$ cat src/rtl/hazard_control_unit.sv
// Pipeline hazard controller: load-use stalls, taken-branch flushes and data-memory
// wait freezes for a five-stage pipeline, with stall/flush performance counters.
module hazard_control_unit #(
  parameter int MEM_TIMEOUT = 16,
  parameter int CNT_W       = 32
) (
  input  logic             clock,
  input  logic             reset,
  input  logic [4:0]       IFID_rs1,
  input  logic [4:0]       IFID_rs2,
  input  logic             IDEX_MemRead,
  input  logic [4:0]       IDEX_rd,
  input  logic             EXMEM_Branch,
  input  logic             EXMEM_Zero,
  input  logic             EXMEM_MemRead,
  input  logic             EXMEM_MemWrite,
  input  logic             mem_ready,
  output logic             PC_Write,
  output logic             IFID_Write,
  output logic             IDEX_Write,
  output logic             EXMEM_Write,
  output logic             IDEX_Bubble,
  output logic             MEMWB_Bubble,
  output logic             IFID_Flush,
  output logic             IDEX_Flush,
  output logic             EXMEM_Flush,
  output logic             PCSrc,
  output logic [1:0]       state,
  output logic             mem_error,
  output logic [CNT_W-1:0] stall_count,
  output logic [CNT_W-1:0] flush_count
);

  typedef enum logic [1:0] {
    RUN      = 2'd0,
    MEM_WAIT = 2'd1,
    FLUSH    = 2'd2
  } state_t;

  localparam logic [7:0] TIMEOUT_LAST = 8'(MEM_TIMEOUT - 1);

  state_t     cur_state;
  state_t     nxt_state;
  logic [7:0] wait_cnt;
  logic [7:0] wait_nxt;
  logic       err_set;
  logic       flush_ev;
  logic       mem_pend;
  logic       taken;
  logic       loaduse;

  function automatic logic [CNT_W-1:0] sat_inc(input logic [CNT_W-1:0] v);
    return (&v) ? v : v + CNT_W'(1);
  endfunction

  assign mem_pend = (EXMEM_MemRead | EXMEM_MemWrite) & ~mem_ready;
  assign taken    = EXMEM_Branch & EXMEM_Zero;
  assign loaduse  = IDEX_MemRead & (IDEX_rd != 5'd0) &
                    ((IDEX_rd == IFID_rs1) | (IDEX_rd == IFID_rs2));
  assign state    = cur_state;

  always_comb begin
    PC_Write     = 1'b1;
    IFID_Write   = 1'b1;
    IDEX_Write   = 1'b1;
    EXMEM_Write  = 1'b1;
    IDEX_Bubble  = 1'b0;
    MEMWB_Bubble = 1'b0;
    IFID_Flush   = 1'b0;
    IDEX_Flush   = 1'b0;
    EXMEM_Flush  = 1'b0;
    PCSrc        = 1'b0;
    nxt_state    = RUN;
    wait_nxt     = 8'd0;
    err_set      = 1'b0;
    flush_ev     = 1'b0;
    if (!reset) begin
      // Clear every stage register on the same edges the controller is held in reset.
      PC_Write     = 1'b0;
      MEMWB_Bubble = 1'b1;
      IFID_Flush   = 1'b1;
      IDEX_Flush   = 1'b1;
      EXMEM_Flush  = 1'b1;
    end else begin
      unique case (cur_state)
        RUN: begin
          if (mem_pend) begin
            {PC_Write, IFID_Write, IDEX_Write, EXMEM_Write} = 4'b0000;
            MEMWB_Bubble = 1'b1;
            nxt_state    = MEM_WAIT;
            // The entry cycle is itself frozen, so it is the first counted wait cycle.
            wait_nxt     = 8'd1;
          end else if (taken) begin
            PCSrc       = 1'b1;
            IFID_Flush  = 1'b1;
            IDEX_Flush  = 1'b1;
            EXMEM_Flush = 1'b1;
            flush_ev    = 1'b1;
            nxt_state   = FLUSH;
          end else if (loaduse) begin
            PC_Write    = 1'b0;
            IFID_Write  = 1'b0;
            IDEX_Bubble = 1'b1;
          end
        end
        MEM_WAIT: begin
          if (mem_ready) begin
            nxt_state = RUN;
          end else if (wait_cnt >= TIMEOUT_LAST) begin
            err_set   = 1'b1;
            nxt_state = RUN;
          end else begin
            {PC_Write, IFID_Write, IDEX_Write, EXMEM_Write} = 4'b0000;
            MEMWB_Bubble = 1'b1;
            nxt_state    = MEM_WAIT;
            wait_nxt     = wait_cnt + 8'd1;
          end
        end
        FLUSH: begin
          if (mem_pend) begin
            {PC_Write, IFID_Write, IDEX_Write, EXMEM_Write} = 4'b0000;
            MEMWB_Bubble = 1'b1;
            nxt_state    = MEM_WAIT;
            wait_nxt     = 8'd1;
          end
        end
        default: nxt_state = RUN;
      endcase
    end
  end

  always_ff @(posedge clock) begin
    if (!reset) begin
      cur_state   <= RUN;
      wait_cnt    <= 8'd0;
      mem_error   <= 1'b0;
      stall_count <= '0;
      flush_count <= '0;
    end else begin
      cur_state <= nxt_state;
      wait_cnt  <= wait_nxt;
      if (err_set) mem_error <= 1'b1;
      if (!PC_Write) stall_count <= sat_inc(stall_count);
      if (flush_ev) flush_count <= sat_inc(flush_count);
    end
  end

endmodule

$ cat config.mk
export PLATFORM = sky130hd
export DESIGN_NAME = hazard_control_unit
export DESIGN_NICKNAME = d
export VERILOG_FILES = /design/src/rtl/hazard_control_unit.sv
export SDC_FILE = /design/constraint.sdc
export NUM_CORES = 1
export LEC_CHECK = 0
export ABC_AREA = 1
export BUFFER_PORTS_ARGS = -buffer_cell sky130_fd_sc_hd__buf_2
export CAP_MARGIN = 40
export CELL_PAD_IN_SITES_DETAIL_PLACEMENT = 1
export CELL_PAD_IN_SITES_GLOBAL_PLACEMENT = 1
export CORE_MARGIN = 3
export CORE_UTILIZATION = 38
export CTS_CLUSTER_DIAMETER = 30
export DETAILED_ROUTE_END_ITERATION = 8
export GPL_TIMING_DRIVEN = 0
export PLACE_DENSITY_LB_ADDON = 0.1
export RECOVER_POWER = 25
export SLEW_MARGIN = 40
export SYNTH_ARGS = -nofsm -noshare
export SYNTH_HDL_FRONTEND = slang
export SYNTH_SLANG_ARGS = --single-unit
$ cat constraint.sdc
create_clock -name clock -period 1.9 [get_ports clock]
set_input_delay 0.19 -clock clock [delete_from_list [all_inputs] [get_ports clock]]
set_output_delay 0.19 -clock clock [all_outputs]
set_load 0.01 [all_outputs]
### Word level (Yosys, flattened, before mapping)

Cells that the tools add are included.

* register bits after elaboration: 75
* input port bits: 23
* output and inout port bits: 77
* word-level logic and storage cells: 69

* bitwise logic cells: 10
* multiplexer cells: 39
* $add $sub $neg: 3
* reductions and logical operators: 7
* equal/unequal tests: 4
* order comparisons: 1

Operators by type and width (number)
* adder 32 x 1 -> 32 bit (second input constant): 2
* AND reduction 32 bit: 2
* two-way mux 1 bit: 30
* two-way mux 8 bit: 2
* case mux 8 bit (2 select lines): 1
* == test 5 bit: 2
* adder 8 x 1 -> 8 bit (second input constant): 1
* >= comparator 8 x 4 -> 1 bit (second input constant): 1
* case mux 2 bit (3 select lines): 1
* nonzero test 5 bit: 1
* AND 1 bit: 4
* two-way mux 2 bit: 2
* inverter 1 bit: 4
* case mux 1 bit (2 select lines): 2
* AND reduction 2 bit: 2
* case mux 1 bit (3 select lines): 1
* == test 2 x 1 -> 1 bit (second input constant): 1
* == test 2 bit (second input constant): 1
* logical NOT 2 bit: 1
* OR 1 bit: 2
* OR reduction 2 bit: 1

### Longest topological paths before layout

Gate-level depths: netlist of the first run.

* depth after elaboration: 10
* gate-level depth with buffers: 13
* mapped depth without buffers: 12

### Worst setup path before layout of the first run

OpenSTA, ideal clock, no wires.

* path type: flip-flop to flip-flop
* start: register flush_count[1]
* end: register flush_count[1]
* clock period less this slack: 1.855 ns
* data arrival time: 1.739 ns
* cell stages (with the launch flop): 13
* required time: 1.784 ns
* library setup time: 0.116 ns
* slack: 0.045 ns
* buffers on the path: 2
* path through: dfxtp_1 ha_1 nand2_1 nor2_1 nand2_1 nor2_1 nand2_1 nand2_2 inv_2 buf_6 buf_6 nor2_1 nor2_1

* word-level cells in the longest chain between the ends: 3
* elaborated cells between the ends (all ways): 4
* those cells by class: add/sub: 1; bitwise: 1; reduce/logical: 2

RTL lines
* from (decl): RTL line 31 `output logic [CNT_W-1:0] flush_count`
* from (signal assigned): RTL line 144 `if (flush_ev) flush_count <= sat_inc(flush_count);`
* branches (longest 3 deep; another with adder 32 x 1 -> 32 bit)

Parallel ways; which one is timed is not known.
A chain may end at the register's enable or synchronous reset.

### Worst setup path in the final report of the first run

* start: register wait_cnt[0]
* end: output IDEX_Write

* word-level cells in the longest chain between the ends: 5

RTL lines
* from (decl): RTL line 44 `logic [7:0] wait_cnt;`
* from (signal assigned): RTL line 141 `wait_cnt <= wait_nxt;`
* >= comparator 8 x 4 -> 1 bit: RTL line 109 `end else if (wait_cnt >= TIMEOUT_LAST) begin`
* two-way mux 1 bit: RTL line 109
* two-way mux 1 bit: RTL line 107 `if (mem_ready) begin`
* case mux 1 bit (2 select lines): RTL line 85 `unique case (cur_state)`
* two-way mux 1 bit: RTL line 77 `if (!reset) begin`
* to (decl): RTL line 20 `output logic IDEX_Write,`

Every way passes these cells.

==> metrics.cfg, run 1 <==
[final_layout]
post-route-util=0.553
syn_to_final_growth_pct=38.6
fin_cells=1063
n_antenna_cell=0
num-fill-cells=1565
nets=921
final_area_um2=6500
drive_gt1_frac=0.305

[sta]
finClkSkew_ns=0.00821
slew_headroom=0.471
rsz0062_at_grt=true
finalCritPeriodShare=1.12
finalMaxSlewViolations=0
hold_viol=0
tightestPinTransition_ns=0.793
tns_ns=-5.52
max_freq_mhz=472
timing.hold.ws_ns=0.160
setup_viol=33
worst_slack_ns=-0.220
min_period_ns=2.12

[worst_setup_path]
crit_slowest_cell=dfxtp_4
worstPathArrival_ns=1.93
cp-startpoint=wait_cnt[0]$_SDFF_PN0_
cp_common_cell=buf_6
cp-endpoint=IDEX_Write
r2r-end=stall_count[17]$_SDFFE_PN0P_
critical_path.startpoint_type=flop
timing.rr.start=wait_cnt[0]$_SDFF_PN0_
path_cells=ha_4 > nand3_4 > nand4_1 > buf_4 > o21ai_4 > buf_6 > nand2_4 > buf_6 > buf_6
cp-end-kind=output port
r2r_cells=13
cp_top_family=buffers and inverters
cp_max_fo=4
worst-path-buf-inv=4
path_class=reg2out
crit_required_ns=1.71
ff2ff_setup_slack_ns=-0.22
cpPeakStageDelay_ns=0.36
crit_cells=9

[floorplan]
core-area_um2=11800
ioPinCount=100
fp.dieH_um=117
die-width_um=117
die-area_um2=13700
rows=39
initial_core_util=0.399

[status]
violations=setup timing
status=finished with violations

[placement]
place_area_um2=5400
dp_hpwl_um=12300
pre_cts_slack_ns=-0.361
dp_cells=1012
port_buffers=99
place_congestion=0.888

[run]
maxCapViolCount=0

[yosys]
synth_top_area_cell=dfxtp_1
ys_ff_latch=75
ys_seq_area_frac=0.320
syn_inst=746
yosys_warnings=0
synthDistinctLibCells=35
synth-main-ff-cell=dfxtp_1
netlist.area_leader.share=0.320
synth.most_common_cell=nand2_1
synth_edf_count=0
synth.area.top_cells=dfxtp_1, nand2_1, nor2_1
syn_area_um2=4690
async_flop_share=0
netlist_top_cells_count=nand2_1, nor2_1, dfxtp_1, inv_1, nand3_1
avgSynthCellArea_um2=6.29

[worst_hold_path]
min_path_type=in2reg

[drt]
vias=5480
postRouteAntennaNets=0
drt_wl_total_um=18200
drtPass1Iterations=4
drc=0
wl_per_cell_um=17.1
vias_per_cell=5.16
drtIter0Drc=239

[clock_network]
cts_inserted_buffers=9
cts.sinks=75
clk_latency_ns=0.35
cts.root.buffer_cell=clkbuf_16
path_clk_slew_ns=0.05
htreeDepth=3
cts_buffer_depth=2
cts_tree=done

[grt]
antenna_found_initial=0
grt_pass1_wl_um=27200
grt-ovfl-total=0
grt_pass1_vias=5502
grt_usage=0.254
grt_max_degree=13

[power]
peakVddDrop_uv=330
p_per_area_nw_per_um2=622
power_leakage_nw=2.73
finalPower_mw=4.05

area by class of cell:
class | count | area (um2) | area share
tap | 164 | 205 | 0.0316
timing repair buffer | 135 | 851 | 0.131
clock inverter | 4 | 98.8 | 0.0152
inverter | 68 | 258 | 0.0396
clock buffer | 11 | 243 | 0.0373
multi-input combinational | 582 | 3100 | 0.476
sequential | 75 | 1540 | 0.237
buffer | 24 | 209 | 0.0321
cells by family (layout without fill, tap and decap cells):
logic type      count (synthesis)  after routing  synth area share
fa+ha+maj                       3              3           0.00800
compound gates                 66             66            0.0795
simple gates                  469            469             0.432
buf+inv                        92            242            0.0848
xor+xnor                       40             40            0.0747
other cells                     1              4          0.000799
flops                          75             75             0.320
power by group:
| group | switching, mW | internal [mW] | total, mW |
|---|---|---|---|
| sequential | 0.0204 | 1.59 | 1.61 |
| combinational | 0.230 | 0.182 | 0.411 |
| clock | 0.710 | 1.32 | 2.03 |
| total | 0.961 | 3.08 | 4.05 |
repair_timing:
action	4_1_cts	5_1_grt
endpoints found under the setup margin	69	69
cloned	0	3
pin swaps	9	21
hold buffers	0	0
setup buffers	19	17
resized for setup	62	67
hold endpoints to repair	0	0
layer usage:
layer	track usage	routed length, um
met4	0.0894	557
met1	0.291	7500
met3	0.0324	732
met5	0	0
met2	0.479	9400
worst min-delay path, delay by kind of cell:
family | cells | cell delay, ns
simple gates | 2 | 0.16
buf+inv | 1 | 0.11
sequential cells by signal (all words and copies together), names as in the netlist:
name,count
state,2
stall_count,32
flush_count,32
wait_cnt,8
mem_error,1
cell usage in the layout (no fill, tap or decap), drive strengths merged, types with 12 or more instances in the layout:
cell,synthesis,final
nand2,242,242
buf,16,146
nor2,117,117
dfxtp,75,75
inv,68,68
nand3,57,57
a21oi,57,57
xor2,28,28
nor3,24,24
clkbuf,8,24
nand4,17,17
xnor2,12,12
worst min path at each step:
stage | start | end | slack, ns | cells past startpoint
detailed placement | wait_cnt[0]$_SDFF_PN0_ | wait_cnt[0]$_SDFF_PN0_ | 0.49 | 1
CTS | EXMEM_Zero | state[1]$_SDFF_PN0_ | 0.16 | 3
global route | EXMEM_Zero | state[1]$_SDFF_PN0_ | 0.19 | 3
finish | EXMEM_Zero | state[1]$_SDFF_PN0_ | 0.16 | 3
floorplan | EXMEM_Zero | state[1]$_SDFF_PN0_ | 0.36 | 2
global placement | mem_error$_SDFFE_PN0P_ | mem_error$_SDFFE_PN0P_ | 0.45 | 2
Power figures use the tool's default switching activity.
==> inputs of run 2 (changes only) <==
- BUFFER_PORTS_ARGS: -buffer_cell sky130_fd_sc_hd__buf_2 -> -buffer_cell sky130_fd_sc_hd__clkbuf_2
==> run 2 against run 1 <==
The run still ends with setup timing left. Critical path depth decreased by 1. Power fell by 4.8%. Sequential share of layout area grew 0.21 points. Cell count is the same. Sequential cell count is the same. Setup slack gained 0.11 ns. Clock power fell by 9%. Critical endpoint unchanged. Largest power group unchanged.
==> metrics.cfg, run 2 (synthesis gave the netlist of run 1 again) <==
[sta]
hold_viol=0  ; unchanged
min_period_ns=2.01  ; -0.115 ns
worst_slack_ns=-0.105  ; +0.115 ns
max_freq_mhz=499  ; +5.7%
finClkSkew_ns=0.0110  ; +0.00277 ns
slew_headroom=0.539  ; +0.0677
rsz0062_at_grt=true
timing.hold.ws_ns=0.155  ; -0.00499 ns
finalCritPeriodShare=1.06  ; -0.0604
setup_viol=31  ; -6.1%
finalMaxSlewViolations=0  ; unchanged
tightestPinTransition_ns=0.691  ; -0.102 ns

[floorplan]
die-width_um=117  ; unchanged
ioPinCount=100  ; unchanged
die-area_um2=13700  ; unchanged
rows=39  ; unchanged
core-area_um2=11800  ; unchanged
fp.dieH_um=117  ; unchanged
initial_core_util=0.399  ; unchanged

[placement]
port_buffers=99  ; unchanged
place_congestion=0.889  ; about the same
dp_hpwl_um=12400  ; +0.89%

[final_layout]
multi_input_comb_area_um2=3100  ; unchanged
n_antenna_cell=0  ; unchanged
final_common_cell=nand2_1
final_cell_mix=nand2_1, nor2_1, clkbuf_2
drive_gt1_frac=0.304  ; -0.00111
syn_to_final_growth_pct=38.4
top_regs=flush_count x32, stall_count x32, wait_cnt x8
regArea_um2=1550  ; +0.73%
post-route-util=0.552  ; -0.000957
nets=920  ; -0.11%
num-fill-cells=1593  ; +1.8%

[grt]
grtUsageMet3=0.0411  ; +0.00874
grtUsageMet2=0.462  ; -0.0174
grt_pass1_wl_um=27000  ; -0.83%
grt.met1_usage=0.287  ; -0.00460
grt_max_degree=13  ; unchanged
grt.busiest_layer=met2
antenna_found_initial=0  ; unchanged
grt-ovfl-total=0  ; unchanged
grt_usage=0.251  ; -0.00241
grt_pass1_vias=5646  ; +2.6%

[drt]
drc=0  ; unchanged
vias_per_cell=5.20  ; +0.89%
wl_per_cell_um=17.2  ; +0.45%
drtPass1Iterations=4  ; unchanged
vias=5529  ; +0.89%
drt_wl_total_um=18300  ; +0.45%
drtIter0Drc=290  ; +21%
postRouteAntennaNets=0  ; unchanged

[worst_hold_path]
min_path_type=in2reg

[power]
peakVddDrop_uv=387  ; +17%
p_per_area_nw_per_um2=593  ; -4.7%
finalPower_mw=3.85  ; -4.8%
power_leakage_nw=2.69  ; -1.6%

[worst_setup_path]
critical_path.startpoint_type=flop
cp-end-kind=output port
crit_required_ns=1.71  ; about the same
cp_max_fo=4  ; unchanged
path_class=reg2out
worstPathArrival_ns=1.82  ; -0.11 ns
ff2ff_setup_slack_ns=-0.09  ; +0.13 ns

[clock_network]
ctsHoldBuffers=0  ; unchanged
cts_tree=done
clk_latency_ns=0.35  ; about the same
cts.sinks=75  ; unchanged
cts.root.buffer_cell=clkbuf_16
path_clk_slew_ns=0.06  ; about the same
cts_buffer_depth=2  ; unchanged
cts_inserted_buffers=9  ; unchanged
htreeDepth=3  ; unchanged

[status]
status=finished with violations
violations=setup timing

[run]
maxCapViolCount=0  ; unchanged

## run 2: cell count changes in the layout (fill, tap and decap cells not counted), moves of 3 or more
| cell | previous run | this run |
|---|---|---|
| dfxtp_2 | 17 | 14 |
| buf_2 | 95 | 3 |
| nand3_1 | 47 | 50 |
| dfxtp_4 | 5 | 9 |
| clkbuf_2 | 2 | 89 |
| buf_8 | 3 | 6 |
| nand3_2 | 8 | 5 |
| clkbuf_1 | 9 | 12 |
## run 2: final timing paths
check	start	end	depth (start not counted)
max	wait_cnt[1]$_SDFF_PN0_	IDEX_Write	8
min	EXMEM_Zero	state[1]$_SDFF_PN0_	3
max reg2reg	wait_cnt[1]$_SDFF_PN0_	stall_count[29]$_SDFFE_PN0P_	12
min reg2reg	mem_error$_SDFFE_PN0P_	mem_error$_SDFFE_PN0P_	2
## run 2: repair_timing
action                     4_1_cts  5_1_grt
setup endpoints to repair       69       67
pin swaps                        9       22
hold endpoints to repair         0        0
buffers inserted                12       22
gates cloned                     0        3
gates resized for setup         58       93
## run 2: stage by stage
stage                     instances  instance area [um2]  setup TNS [ns]  setup WS [ns]
after floorplan                 749                 4700               0         0.0447
after global placement         1012                 5400          -11.95         -0.328
after detailed placement       1012                 5400          -15.73         -0.383
after CTS                      1039                 6000          -0.295         -0.111
after global routing           1063                 6490           -8.13         -0.194
final                          1063                 6490           -1.77         -0.105
## run 2: cell type report
type / instances / share of cell area
well taps: 164 / 0.0316
multi-input cells: 582 / 0.477
clock buffers: 12 / 0.0411
repair buffers: 134 / 0.132
flip-flops and latches: 75 / 0.239
clock inverters: 4 / 0.00732
plain buffers: 24 / 0.0324
inverters: 68 / 0.0397
## run 2: metal layers
| layer | part of all wire | wire length, um | vias up |
|---|---|---|---|
| met4 | 0.030 | 549 | 0 |
| li1 | - | - | 2667 |
| met1 | 0.41 | 7550 | 2697 |
| met2 | 0.52 | 9520 | 126 |
| met5 | 0 | 0 | - |
| met3 | 0.036 | 655 | 39 |
## run 2: critical path, stage by stage (launching register included)
cell,delay (ns)
dfxtp_2,0.34
ha_4,0.17
nand3_4,0.06
nand4_1,0.18
o21ai_2,0.24
buf_6,0.15
nand2_4,0.06
buf_6,0.15
buf_6,0.11
## run 2: report_power, final
| group | internal, mW | switching, mW | leakage (nW) |
|---|---|---|---|
| clock | 1.12 | 0.727 | 0.155 |
| sequential | 1.58 | 0.0210 | 0.621 |
| combinational | 0.178 | 0.224 | 1.91 |
